[src/rtl/cmp_pkg.sv]
`default_nettype none
// ============================================================================
// Module : cmp_pkg
// Brief  : State encoding and offset-binary helpers for signed_sar_search.
// Rev    : 1.0
// ============================================================================
package cmp_pkg;

  localparam logic [1:0] IDLE   = 2'd0;
  localparam logic [1:0] SEARCH = 2'd1;
  localparam logic [1:0] VERIFY = 2'd2;
  localparam logic [1:0] DONE   = 2'd3;

  typedef enum logic [1:0] {
    ST_IDLE   = IDLE,
    ST_SEARCH = SEARCH,
    ST_VERIFY = VERIFY,
    ST_DONE   = DONE
  } state_e;

  localparam int MAX_WIDTH = 16;

  // XOR with this mask converts between two's complement and offset binary.
  function automatic logic [MAX_WIDTH-1:0] msb_mask(input int width);
    logic [MAX_WIDTH-1:0] one;
    one = {{(MAX_WIDTH-1){1'b0}}, 1'b1};
    return one << (width - 1);
  endfunction

endpackage
`default_nettype wire

[src/rtl/signed_sar_search.sv]
`default_nettype none
// ============================================================================
// Module : signed_sar_search
// Brief  : Successive-approximation probe engine that recovers a signed
//          target through a signed less-than comparator.
// Rev    : 1.0
// ============================================================================
module signed_sar_search
  import cmp_pkg::*;
#(
  parameter int WIDTH = 4
) (
  input  logic             clk,
  input  logic             reset,
  input  logic             start,
  input  logic             lt,
  output logic [WIDTH-1:0] probe,
  output logic             busy,
  output logic             done,
  output logic [WIDTH-1:0] result
);

  localparam int                   PW        = (WIDTH > 1) ? $clog2(WIDTH) : 1;
  localparam logic [MAX_WIDTH-1:0] MASK_FULL = msb_mask(WIDTH);
  localparam logic [WIDTH-1:0]     MASK      = MASK_FULL[WIDTH-1:0];
  localparam logic [PW-1:0]        PTR_TOP   = PW'(WIDTH - 1);
  localparam logic [WIDTH-1:0]     ONE       = {{(WIDTH-1){1'b0}}, 1'b1};

  state_e           state_q, state_d;
  logic [WIDTH-1:0] acc_q, acc_d;
  logic [PW-1:0]    ptr_q, ptr_d;
  logic [WIDTH-1:0] probe_q, probe_d;
  logic             busy_q, busy_d;
  logic             done_q, done_d;
  logic [WIDTH-1:0] result_q, result_d;

  logic [WIDTH-1:0] trial;
  logic [WIDTH-1:0] acc_upd;
  logic [WIDTH-1:0] next_bit;

  always_comb begin
    state_d  = state_q;
    acc_d    = acc_q;
    ptr_d    = ptr_q;
    probe_d  = probe_q;
    busy_d   = busy_q;
    done_d   = 1'b0;
    result_d = result_q;

    trial    = acc_q | (ONE << ptr_q);
    acc_upd  = lt ? trial : acc_q;
    next_bit = ONE << (ptr_q - 1'b1);

    case (state_q)
      ST_IDLE: begin
        probe_d = '0;
        busy_d  = 1'b0;
        if (start) begin
          acc_d   = '0;
          ptr_d   = PTR_TOP;
          busy_d  = 1'b1;
          probe_d = (ONE << PTR_TOP) ^ MASK;
          state_d = ST_SEARCH;
        end
      end
      ST_SEARCH: begin
        acc_d = acc_upd;
        if (ptr_q == '0) begin
          probe_d = acc_upd ^ MASK;
          state_d = ST_VERIFY;
        end else begin
          ptr_d   = ptr_q - 1'b1;
          probe_d = (acc_upd | next_bit) ^ MASK;
        end
      end
      ST_VERIFY: begin
        // acc is the largest offset strictly below the target, or 0 if none;
        // the final compare resolves the 0-versus-1 ambiguity.
        result_d = (lt ? (acc_q + ONE) : acc_q) ^ MASK;
        probe_d  = '0;
        busy_d   = 1'b0;
        done_d   = 1'b1;
        state_d  = ST_DONE;
      end
      ST_DONE: begin
        probe_d = '0;
        state_d = ST_IDLE;
      end
      default: begin
        state_d = ST_IDLE;
      end
    endcase
  end

  always_ff @(posedge clk or posedge reset) begin
    if (reset) begin
      state_q  <= ST_IDLE;
      acc_q    <= '0;
      ptr_q    <= '0;
      probe_q  <= '0;
      busy_q   <= 1'b0;
      done_q   <= 1'b0;
      result_q <= '0;
    end else begin
      state_q  <= state_d;
      acc_q    <= acc_d;
      ptr_q    <= ptr_d;
      probe_q  <= probe_d;
      busy_q   <= busy_d;
      done_q   <= done_d;
      result_q <= result_d;
    end
  end

  assign probe  = probe_q;
  assign busy   = busy_q;
  assign done   = done_q;
  assign result = result_q;

endmodule
`default_nettype wire

[config.mk]
export PLATFORM = sky130hd
export DESIGN_NAME = signed_sar_search
export DESIGN_NICKNAME = d
export VERILOG_FILES = /design/src/rtl/cmp_pkg.sv /design/src/rtl/signed_sar_search.sv
export SDC_FILE = /design/constraint.sdc
export NUM_CORES = 1
export LEC_CHECK = 0
export CORE_MARGIN = 2
export CORE_UTILIZATION = 45
export CTS_CLUSTER_DIAMETER = 120
export DETAILED_ROUTE_END_ITERATION = 8
export PLACE_DENSITY = 0.75
export SKIP_LAST_GASP = 1
export SYNTH_ARGS = -nofsm -noshare
export SYNTH_HDL_FRONTEND = slang
export SYNTH_SLANG_ARGS = --single-unit
[constraint.sdc]
create_clock -name clk -period 3 [get_ports clk]
set_input_delay 0.6 -clock clk [delete_from_list [all_inputs] [get_ports clk]]
set_output_delay 0.6 -clock clk [all_outputs]
set_load 0.01 [all_outputs]
==> flow_summary.ini, run 1 <==
[drt]
ant_nets = 0
wl_met1_um = 796
vias_per_cell = 5.22
drt_iter0_markers = 6
wl_met2_um = 783
drc = 0
dr.pass1.iters = 4
drt_wl_total_um = 1650
num_vias = 684
highest_layer = met4
wl_met3_um = 26
drt-wirelength-per-cell_um = 12.6

[global_routing]
grt_overflow = 0
antenna_found_initial = 0
grt_pass1_wl_um = 2880
grt_max_degree = 19
track_usage = 0.155
grt_pass1_vias = 668

[logic_synthesis]
ys_seq_area_frac = 0.485
synth_area_um2 = 930
synthesis.nets = 101
netlist-cell-type-count = 29
ys_ff_latch = 18
synth-simple-area-share = 0.135
syn_avg_cell_area_um2 = 10.4
synth-compound-area-share = 0.145
synthMuxAreaShare = 0.0619
synth_top_family_by_area = compound AO/OA/AOI/OAI gates
yosysWarningCount = 0
synth_xor_area_frac = 0.0283
syn_inst = 89
synth_fa_ha_area_frac = 0.108

[worst_setup_path]
path_max_fanout = 2
critPathBufInv = 1
critPathSlowestCell = clkdlybuf4s50_1
critPathTopFamily = buffers and inverters
reg2reg_depth = 5
endpoint_kind = output port
startpoint_type = flop
max_stage_delay_ps = 540
worstSetupPathDepth = 1
required_ps = 2400
worstSetupPathType = reg -> out
crit_arrival_ps = 1190
cp_cell_sequence = clkdlybuf4s50_1

[floorplanning]
die_x_um = 49.5
die_area_mm2 = 0.00245
die_h_um = 49.5
rows = 16
top_level_ports = 14
start_util = 0.474
core_area_mm2 = 0.00196

[clock_tree]
path_clk_slew_ps = 100
cts_tree = built
cts_setup_buffers = 0
cts_resized = 0
cts_max_level = 1
clock_latency_ps = 290
clockBufferDepth = 2
ctsRootBufferMaster = clkbuf_4
numCtsBuffers = 3
cts_hold_buf = 0
numClockSinks = 18

[cells_and_area]
final_layout_size_suffix_gt1_frac = 0.0962
antenna_cells = 0
synthToLayoutAreaGrowth_pct = 20.6
fin_nets = 117
fin_cells = 131

[placed_design]
gp_congestion = 0.850
place_ws_ps = 977
hpwl_um = 1240
placed_cells = 127
place.port_buffers = 13

[power]
total_leakage_power_uw = 0.000513
ir_drop_uv = 621
powerDensity_mw_per_mm2 = 1010

[worst_hold_path]
hold_depth = 1
hp-class = reg -> reg

[sta]
finalCriticalPeriod_ps = 1790
fin_crit_sh = 0.597
tightest_slew_ps = 673
maxSlewHeadroom = 0.551
setup_violations = 0
slew_violations = 0
final.setup_skew_ps = 0.311
rsz0062_at_grt = false
fmax_mhz = 559
tns_ps = 0
layout_setup_ws_ps = 1210
hold_viol_final = 0

[flow_run]
maxCapViolations = 0

[outcome]
status = completed
power breakdown:
| group | total, µW | internal, µW | switching, µW | leakage (µW) |
|---|---|---|---|---|
| combinational | 568 | 302 | 266 | 0.000270 |
| clock | 148 | 73.9 | 74.2 | 0.0000210 |
| sequential | 418 | 342 | 76.5 | 0.000223 |
worst paths after layout:
check	start	end	slack, ps
max	busy	busy	1210
min	result[3]	result[3]	530
max reg2reg	ptr_q[0]	state_q[1]	1390
min reg2reg	result[3]	result[3]	530
max in group asynchronous	reset	ptr_q[0]	1880
min in group asynchronous	reset	result[0]	700
cell families (layout without fill, tap and decap cells):
logic type	Yosys count	after routing
compound gates	22	22
xor+xnor	3	3
fa+ha+maj	8	8
buf+inv	9	24
flops	18	18
mux	5	5
simple gates	24	24
layer usage:
metal	global-route usage	vias to the layer above
met5	0	-
met4	0.0972	0
met3	0.0182	4
met2	0.259	12
met1	0.190	333
li1	-	335
final cells by class:
class	count	area [µm²]
Fill cell	193	841
Sequential cell	18	450
Multi-Input combinational cell	62	444
Timing Repair Buffer	13	130
Clock buffer	4	36.3
Tap cell	27	33.8
Inverter	7	26.3
cells in the final DEF (no fill, tap or decap), types with 2 or more instances in the layout:
master	n
dfrtp_1	18
clkdlybuf4s50_1	13
nor2_1	12
a21oi_1	11
ha_1	8
inv_1	7
nand2b_1	5
a31oi_1	3
clkbuf_4	3
xor2_1	2
nand2_1	2
mux2i_1	2
cells in the mapped netlist:
master | number | area, µm²
a211oi_1 | 1 | 7.51
a21oi_1 | 11 | 55.1
a221oi_1 | 1 | 8.76
a2bb2oi_1 | 1 | 8.76
a31oi_1 | 3 | 18.8
and2_1 | 1 | 6.26
and2b_2 | 1 | 8.76
buf_2 | 1 | 5.00
clkbuf_1 | 1 | 3.75
dfrtp_1 | 18 | 450
ha_1 | 8 | 100
inv_1 | 7 | 26.3
mux2_1 | 1 | 11.3
mux2_2 | 1 | 11.3
mux2_4 | 1 | 15.0
mux2i_1 | 2 | 20.0
nand2_1 | 2 | 7.51
nand2b_1 | 5 | 31.3
nand4_1 | 1 | 6.26
nor2_1 | 12 | 45.0
nor2_2 | 1 | 6.26
nor2b_4 | 1 | 13.8
o21ai_0 | 1 | 5.00
o21ai_1 | 1 | 5.00
o22a_1 | 1 | 8.76
o22ai_1 | 1 | 6.26
o32a_2 | 1 | 11.3
xnor2_1 | 1 | 8.76
xor2_1 | 2 | 17.5
state kept, by name, summed over array words and instances (netlist names):
name	cells
acc_q	4
probe	4
result	4
ptr_q	2
state_q	2
busy	1
done	1
per-stage QoR:
stage	util	instance area [µm²]	total power (µW)	hold WS, ps
after floorplan	-	930	796	467
after global placement	0.553	1080	974	491
after detailed placement	0.553	1080	998	514
after CTS	0.571	1120	1150	530
after global routing	0.571	1120	1230	557
final	0.571	1120	1130	526
(Power assumes the default switching activity.)
==> run 2: changes to the inputs <==
Clock period 3 ns to 1.7 ns, I/O delays scaled along.
==> flow_summary.ini, run 2 (synthesis gave the netlist of run 1 again) <==
[worst_setup_path]
r2r_start = state_q[0]
critPathSlowestCell = clkdlybuf4s50_1
critPathTopFamily = buffers and inverters
required_ps = 1360
max_stage_delay_ps = 530
reg2reg_depth = 5
cp-startpoint = result[2]
r2r_slack_ps = 190
cp_cell_sequence = clkdlybuf4s50_1
crit_end = result[2]
critPathBufInv = 1
r2r_end = state_q[1]
endpoint_kind = output port
startpoint_type = flop
worstSetupPathDepth = 1
crit_arrival_ps = 1190
path_max_fanout = 2
worstSetupPathType = reg -> out

[clock_tree]
cts_max_level = 1
cts_tree = built
numCtsBuffers = 3
clockBufferDepth = 2
cts_resized = 0
clock_latency_ps = 290
cts_setup_buffers = 0
cts_hold_buf = 0
path_clk_slew_ps = 100
numClockSinks = 18
ctsRootBufferMaster = clkbuf_4

[floorplanning]
die_x_um = 49.5
top_level_ports = 14
start_util = 0.474
die_h_um = 49.5
core_area_mm2 = 0.00196
rows = 16
die_area_mm2 = 0.00245

[cells_and_area]
fin_cells = 137
final_cell_mix = dfrtp_1 (18), clkdlybuf4s50_1 (13), nor2_1 (12)
antenna_cells = 0
final_layout_size_suffix_gt1_frac = 0.145
mostFrequentLayoutCell = dfrtp_1
fin_nets = 123
synthToLayoutAreaGrowth_pct = 25.4

[power]
powerDensity_mw_per_mm2 = 1770
total_leakage_power_uw = 0.000542
ir_drop_uv = 914

[global_routing]
grt_pass1_wl_um = 3060
grt_pass1_vias = 701
antenna_found_initial = 0
grt_overflow = 0
grt_max_degree = 19
track_usage = 0.166

[sta]
final.setup_skew_ps = 5.99
setup_violations = 0
slew_violations = 0
fin_crit_sh = 0.900
finalCriticalPeriod_ps = 1530
rsz0062_at_grt = false
hold_viol_final = 0
maxSlewHeadroom = 0.802
layout_setup_ws_ps = 170
tightest_slew_ps = 296
tns_ps = 0
fmax_mhz = 654

[placed_design]
placed_cells = 133
gp_congestion = 0.779
place_ws_ps = 46.8
place.port_buffers = 13
hpwl_um = 1280

[outcome]
status = completed

[flow_run]
maxCapViolations = 0

[drt]
drc = 0
drt_iter0_markers = 5
drt_wl_total_um = 1700
drt-wirelength-per-cell_um = 12.4
vias_per_cell = 5.16
ant_nets = 0
num_vias = 707
dr.pass1.iters = 4

[worst_hold_path]
hp-class = in -> async
run 2: changes by cell type in the layout (fill, tap and decap cells not counted), sizes merged:
cell	before	now
buf	0	6
run 2: worst min-delay path by stage:
stage           endpoint  slack [ps]  cells past startpoint
2_1_floorplan   acc_q[0]         280                      1
3_3_place_gp   result[3]         490                      1
3_5_place_dp   result[3]         500                      1
4_1_cts        result[2]         350                      3
5_1_grt        result[2]         360                      3
6_report       result[2]         350                      3
run 2: through the flow:
| step | utilization | hold WS (ps) | power, µW | instance area, µm² |
|---|---|---|---|---|
| after floorplan | - | 279 | 1410 | 930 |
| after global placement | 0.576 | 489 | 1770 | 1130 |
| after detailed placement | 0.576 | 504 | 1820 | 1130 |
| after CTS | 0.594 | 351 | 2080 | 1170 |
| after global routing | 0.594 | 362 | 2240 | 1170 |
| final | 0.594 | 346 | 2060 | 1170 |
run 2: metal layers:
| layer | global-route usage | vias to the layer above | part of all wire |
|---|---|---|---|
| met2 | 0.273 | 18 | 0.52 |
| met5 | 0 | - | 0 |
| met1 | 0.207 | 339 | 0.44 |
| met4 | 0.106 | 0 | 0.011 |
| met3 | 0.0212 | 2 | 0.034 |
| li1 | - | 348 | - |
run 2: power by group:
group          internal (µW)  switching, µW  total, µW
registers                603            102        705
clock network            130            132        262
logic                    577            518       1090
run 2: layout make-up:
class / instances / area (µm²)
fill: 182 / 796
tap: 27 / 33.8
sequential: 18 / 450
clock buffer: 4 / 36.3
timing repair buffer: 19 / 175
inverter: 7 / 26.3
multi-input combinational: 62 / 444
run 2: worst reg2reg max path, cell delays in order (launching register included):
cell     delay (ps)
dfrtp_1         390
inv_1            70
ha_1            260
and2b_2         250
nor2_2          130
mux2_4          310
